`config.mk`:
```
export PLATFORM = sky130hd
export DESIGN_NAME = peak_readout_serializer
export DESIGN_NICKNAME = d
export VERILOG_FILES = /design/src/rtl/peak_readout_serializer.sv
export SDC_FILE = /design/constraint.sdc
export NUM_CORES = 1
export LEC_CHECK = 0
export ABC_AREA = 1
export CAP_MARGIN = 40
export CORE_MARGIN = 4
export CORE_UTILIZATION = 55
export CTS_BUF_LIST = sky130_fd_sc_hd__clkbuf_4 sky130_fd_sc_hd__clkbuf_8
export CTS_CLUSTER_DIAMETER = 80
export DETAILED_ROUTE_END_ITERATION = 7
export DONT_BUFFER_PORTS = 1
export PLACE_DENSITY = 0.7
export SYNTH_ARGS = -nofsm -noshare
export SYNTH_HDL_FRONTEND = slang
export SYNTH_SLANG_ARGS = --single-unit
```
`constraint.sdc`:
```
create_clock -name clk -period 18.8 [get_ports clk]
set_input_delay 3.76 -clock clk [delete_from_list [all_inputs] [get_ports clk]]
set_output_delay 3.76 -clock clk [all_outputs]
set_load 0.02 [all_outputs]
```
`src/rtl/peak_readout_serializer.sv`:
```
`default_nettype none
// ============================================================================
// Module  : peak_readout_serializer
// Purpose : Shadows one frame of per-pixel peak words and streams it out on a
//           valid/ready link tagged with pixel index and frame number.
//           Optional build macro PEAK_ZERO_SKIP_EN suppresses zero words.
// Revision: 1.0 - initial release
// ============================================================================
module peak_readout_serializer #(
  parameter int NP      = 10,
  parameter int NPIX    = 16,
  parameter int IDX_W   = (NPIX > 1) ? $clog2(NPIX) : 1,
  parameter int FRAME_W = 8
) (
  input  logic               clk,
  input  logic               res,
  input  logic               peakValid,
  input  logic [NP-1:0]      peakIn [NPIX-1:0],
  output logic               outValid,
  input  logic               outReady,
  output logic [NP-1:0]      outData,
  output logic [IDX_W-1:0]   outIdx,
  output logic [FRAME_W-1:0] outFrame,
  output logic               outLast,
  output logic               busy,
  output logic               frameDone,
  output logic [7:0]         overrunCnt
);

  typedef enum logic [0:0] {IDLE = 1'b0, SEND = 1'b1} state_t;

  state_t               r_state, w_state_n;
  logic [NP-1:0]        r_shadow [NPIX-1:0];
  logic [IDX_W-1:0]     r_idx, w_idx_n;
  logic [NP-1:0]        r_data, w_data_n;
  logic                 r_last, w_last_n;
  logic [FRAME_W-1:0]   r_frameCnt, w_frameCnt_n;
  logic [FRAME_W-1:0]   r_outFrame, w_outFrame_n;
  logic [7:0]           r_ovr, w_ovr_n;
  logic                 r_done, w_done_n;

  logic [NPIX-1:0]      w_keep_in, w_keep_sh;
  logic [IDX_W:0]       w_first, w_adv;
  logic                 w_first_more, w_adv_more;
  logic                 w_fire, w_final, w_accept, w_drop;

  // Lowest kept index at or above start; MSB flags that one was found.
  function automatic logic [IDX_W:0] f_find(input logic [NPIX-1:0] mask, input int start);
    logic [IDX_W:0] v_res;
    v_res = '0;
    for (int i = NPIX - 1; i >= 0; i--) begin
      if (i >= start && mask[i]) v_res = {1'b1, IDX_W'(i)};
    end
    return v_res;
  endfunction

  function automatic logic f_any(input logic [NPIX-1:0] mask, input int start);
    logic v_any;
    v_any = 1'b0;
    for (int i = 0; i < NPIX; i++) begin
      if (i >= start && mask[i]) v_any = 1'b1;
    end
    return v_any;
  endfunction

  always_comb begin
    for (int i = 0; i < NPIX; i++) begin
`ifdef PEAK_ZERO_SKIP_EN
      w_keep_in[i] = |peakIn[i];
      w_keep_sh[i] = |r_shadow[i];
`else
      w_keep_in[i] = 1'b1;
      w_keep_sh[i] = 1'b1;
`endif
    end
  end

  assign w_first      = f_find(w_keep_in, 0);
  assign w_first_more = f_any(w_keep_in, int'(w_first[IDX_W-1:0]) + 1);
  assign w_adv        = f_find(w_keep_sh, int'(r_idx) + 1);
  assign w_adv_more   = f_any(w_keep_sh, int'(w_adv[IDX_W-1:0]) + 1);

  assign w_fire   = (r_state == SEND) && outReady;
  assign w_final  = w_fire && r_last;
  assign w_accept = peakValid && ((r_state == IDLE) || w_final);
  assign w_drop   = peakValid && (r_state == SEND) && !w_final;

  always_comb begin
    w_state_n    = r_state;
    w_idx_n      = r_idx;
    w_data_n     = r_data;
    w_last_n     = r_last;
    w_frameCnt_n = r_frameCnt;
    w_outFrame_n = r_outFrame;
    w_ovr_n      = r_ovr;
    w_done_n     = 1'b0;

    if (w_final) begin
      w_state_n    = IDLE;
      w_idx_n      = '0;
      w_data_n     = '0;
      w_last_n     = 1'b0;
      w_outFrame_n = '0;
      w_frameCnt_n = r_frameCnt + FRAME_W'(1);
      w_done_n     = 1'b1;
    end else if (w_fire) begin
      w_idx_n  = w_adv[IDX_W-1:0];
      w_data_n = r_shadow[w_adv[IDX_W-1:0]];
      w_last_n = !w_adv_more;
    end

    if (w_drop && (r_ovr != 8'hFF)) w_ovr_n = r_ovr + 8'd1;

    // A capture with nothing to emit retires immediately as an empty frame.
    if (w_accept) begin
      if (w_first[IDX_W]) begin
        w_state_n    = SEND;
        w_idx_n      = w_first[IDX_W-1:0];
        w_data_n     = peakIn[w_first[IDX_W-1:0]];
        w_last_n     = !w_first_more;
        w_outFrame_n = w_frameCnt_n;
      end else begin
        w_frameCnt_n = w_frameCnt_n + FRAME_W'(1);
        w_done_n     = 1'b1;
      end
    end
  end

  always_ff @(posedge clk) begin
    if (!res) begin
      r_state    <= IDLE;
      r_idx      <= '0;
      r_data     <= '0;
      r_last     <= 1'b0;
      r_frameCnt <= '0;
      r_outFrame <= '0;
      r_ovr      <= '0;
      r_done     <= 1'b0;
    end else begin
      r_state    <= w_state_n;
      r_idx      <= w_idx_n;
      r_data     <= w_data_n;
      r_last     <= w_last_n;
      r_frameCnt <= w_frameCnt_n;
      r_outFrame <= w_outFrame_n;
      r_ovr      <= w_ovr_n;
      r_done     <= w_done_n;
    end
  end

  always_ff @(posedge clk) begin
    if (res && w_accept) r_shadow <= peakIn;
  end

  assign outValid   = (r_state == SEND);
  assign busy       = (r_state == SEND);
  assign outData    = r_data;
  assign outIdx     = r_idx;
  assign outFrame   = r_outFrame;
  assign outLast    = r_last;
  assign frameDone  = r_done;
  assign overrunCnt = r_ovr;

endmodule
`default_nettype wire

```
==> metrics <==
Post-synth EDFFs=160; Top Family by Delay on Critical Path=buffers and inverters; minimum clock period=5220 ps; Worst Setup SP=outReady; count leader, synth=nand2_1; R2R Setup Slk=15130 ps; Reg area=5630 µm²; Cell variety after synth=29; Crit path depth=8; vias per inst=5.60; DR pass1 iterations=5; Die Wd=133 µm; fillers=1266; # hold bufs at CTS=0; VDD IR max=0.0599 mV; # rows=45; critical path's slowest cell=buf_16; CTS clock-pin slew for the worst setup and hold paths=50 ps; RSZ-0062 raised after global routing=false; Critical Path AT=5380 ps; multi-input logic area=2510 µm²; Mapped Avg Cell Area=10.4 µm²; Overflow after GRT=0; worst hold stages=2; layout cells sized above 1=8.74%; clock network power share=39.4%; io pins=198; CP max FO=70; syn_nets=1001; worst path buffer plus inverter count=3; largest net degree at the start of global routing=77; Layout area overhead=9.81%; hold path endpoint=r_frameCnt[6]$_SDFF_PN0_; Critical Path Source Type=input pin; synth top area cells=edfxtp_1, nand3_1, dfxtp_1, nand2_1, nand3b_1; Vias=5999; switching share of total power=23.1%; Final Power=943 µW; clock sink total=201; hold path startpoint=r_frameCnt[6]$_SDFF_PN0_; starting density of the core=56.5%; Worst-Margin Slew=855 ps; CP Cell Sequence=nand2_2, nor2_4, nor2_1, inv_1, nand2_1, nor2_4, buf_4, buf_16; Critical Path RT=18960 ps; Yosys warning total=0; NetSw=218 µW; post-synthesis register bit count=201; cts repair resizes=0; Main synth FF type=edfxtp_1; DRC viols=0; synth cell count leaders=nand2_1, nand3_1, edfxtp_1; Root Driver=clkbuf_8; top cell type's share of synthesized area=55.6%; GRT Total Usage=23.1%; Flop pwr share=54.5%; Fmax achieved=192 MHz; register area share after synthesis=65.1%; area leader, netlist=edfxtp_1; number of global-route vias before repair=5716; FF-to-FF path depth=12; WL/cell=19.6 µm; internal power=725 µW; Critical Path Max Stage Delay=340 ps; Skew-Pair Late Insertion Delay=510 ps; Max clock buf depth=3; Core Area=15300 µm²; setup_tns=0 ps; die area=17800 µm²; Nets=1002; reg2reg start=outIdx[0]$_SDFFE_PP0P_; most used cell, CP=nor2_4; HP Class=register to register; Pleak=3.68 nW; DP HPWL=14.0 mm; final WL=21.0 mm; Synth Cell Area=8650 µm²; H-tree levels=2; Routed Antenna Nets=0; Crit Path Category=input pin to register; MaxCap Viol Count=0; setup violators final=0; initial drt markers=494; CTS tree=done; initial antenna violation count=10; GPL Wtd Cong=0.874; status=finished clean; Post-CTS Setup Bufs=0; clock skew=15.7 ps; CP Capture Type=register; RR Endpoint=outData[7]$_SDFFE_PN0P_; Die Y=133 µm; Slew HR=42.9%; Comb pwr share=6.1%; PD cells=99.3 nW/µm²; first-pass GRT wire length=31.7 mm; Post-synth ARST share=0%; Syn Inst Count=832; Final Max Tran Viols=0; IO Port Bufs=0; Hold Fails Final Rpt=0; CTS Buf Count=34; final worst-path cycle share=27.7%
-- flip-flops by register name, summed over array words and instances (netlist names) --
name and count:
busy 1, frameDone 1, r_shadow 160, overrunCnt 8, outIdx 4, outData 10
outLast 1, outFrame 8, r_frameCnt 8
-- power groups by stage --
stage | clock, mW | combinational (mW) | sequential (mW)
final | 0.371 | 0.0580 | 0.514
after global routing | 0.404 | 0.0652 | 0.515
after CTS | 0.380 | 0.0580 | 0.514
after detailed placement | 0 | 0.0578 | 0.523
after global placement | 0 | 0.0546 | 0.523
after floorplan | 0 | 0.0441 | 0.523
-- cell type report --
class	count	share of cell area, %
Sequential cell	201	59.2
Multi-Input combinational cell	502	26.4
Clock buffer	49	6.31
Inverter	84	3.32
Tap cell	211	2.78
Timing Repair Buffer	10	1.34
Clock inverter	12	0.527
Antenna cell	3	0.0791
-- tightest hold or removal path: stages, from the launching register on --
cell     delay, ps
dfxtp_1        330
xor2_1         100
nor2_1          80
-- stage by stage --
stage               hold slack [ps]  instances  setup slack [ps]  cell area (µm²)  utilization [%]
detailed placement              543       1008             13110             8840             57.7
global placement                530       1004             12850             8760             57.2
global route                    566       1070             13460             9490             62.0
finish                          554       1072             13580             9500             62.0
floorplan                       507        832              6370             8650                -
CTS                             555       1069             13640             9490             62.0
-- how the worst max path moves through the flow --
| stage | end | slack [ps] |
|---|---|---|
| finish | r_shadow[61]$_DFFE_PP_ | 13580 |
| global route | r_shadow[106]$_DFFE_PP_ | 13460 |
| CTS | r_shadow[39]$_DFFE_PP_ | 13640 |
| detailed placement | r_shadow[106]$_DFFE_PP_ | 13110 |
| global placement | outFrame[2]$_SDFFE_PN0P_ | 12850 |
| floorplan | outFrame[0]$_SDFFE_PN0P_ | 6370 |
-- kinds of logic (layout without fill, tap and decap cells) --
group	count (synthesis)	after routing	share of synthesized area (%)
buffers and inverters	129	155	6.28
XOR/XNOR	13	13	1.32
multiplexers	1	1	0.116
adder cells (fa/ha/maj)	5	5	0.723
other	0	3	0
AO/OA/AOI/OAI	50	50	3.04
flip-flops	201	201	65.1
AND/OR/NAND/NOR	433	433	23.5
-- layer usage --
layer	wire, µm	global-route usage (%)	vias to the layer above
li1	-	-	2840
met3	2440	10.4	54
met1	8230	29.4	2826
met4	460	7.77	16
met5	102	0	-
met2	9760	35.5	263
-- placed cells by master (no fill, tap or decap), types with 7 or more instances in the layout --
| cell type | instances |
|---|---|
| a21oi_1 | 22 |
| buf_4 | 7 |
| clkbuf_4 | 12 |
| clkbuf_8 | 37 |
| clkinv_1 | 12 |
| dfxtp_1 | 41 |
| edfxtp_1 | 160 |
| inv_1 | 79 |
| nand2_1 | 193 |
| nand3_1 | 167 |
| nand3b_1 | 40 |
| nor2_1 | 20 |
| o21ai_0 | 24 |
| xor2_1 | 7 |
(Power assumes the default switching activity.)
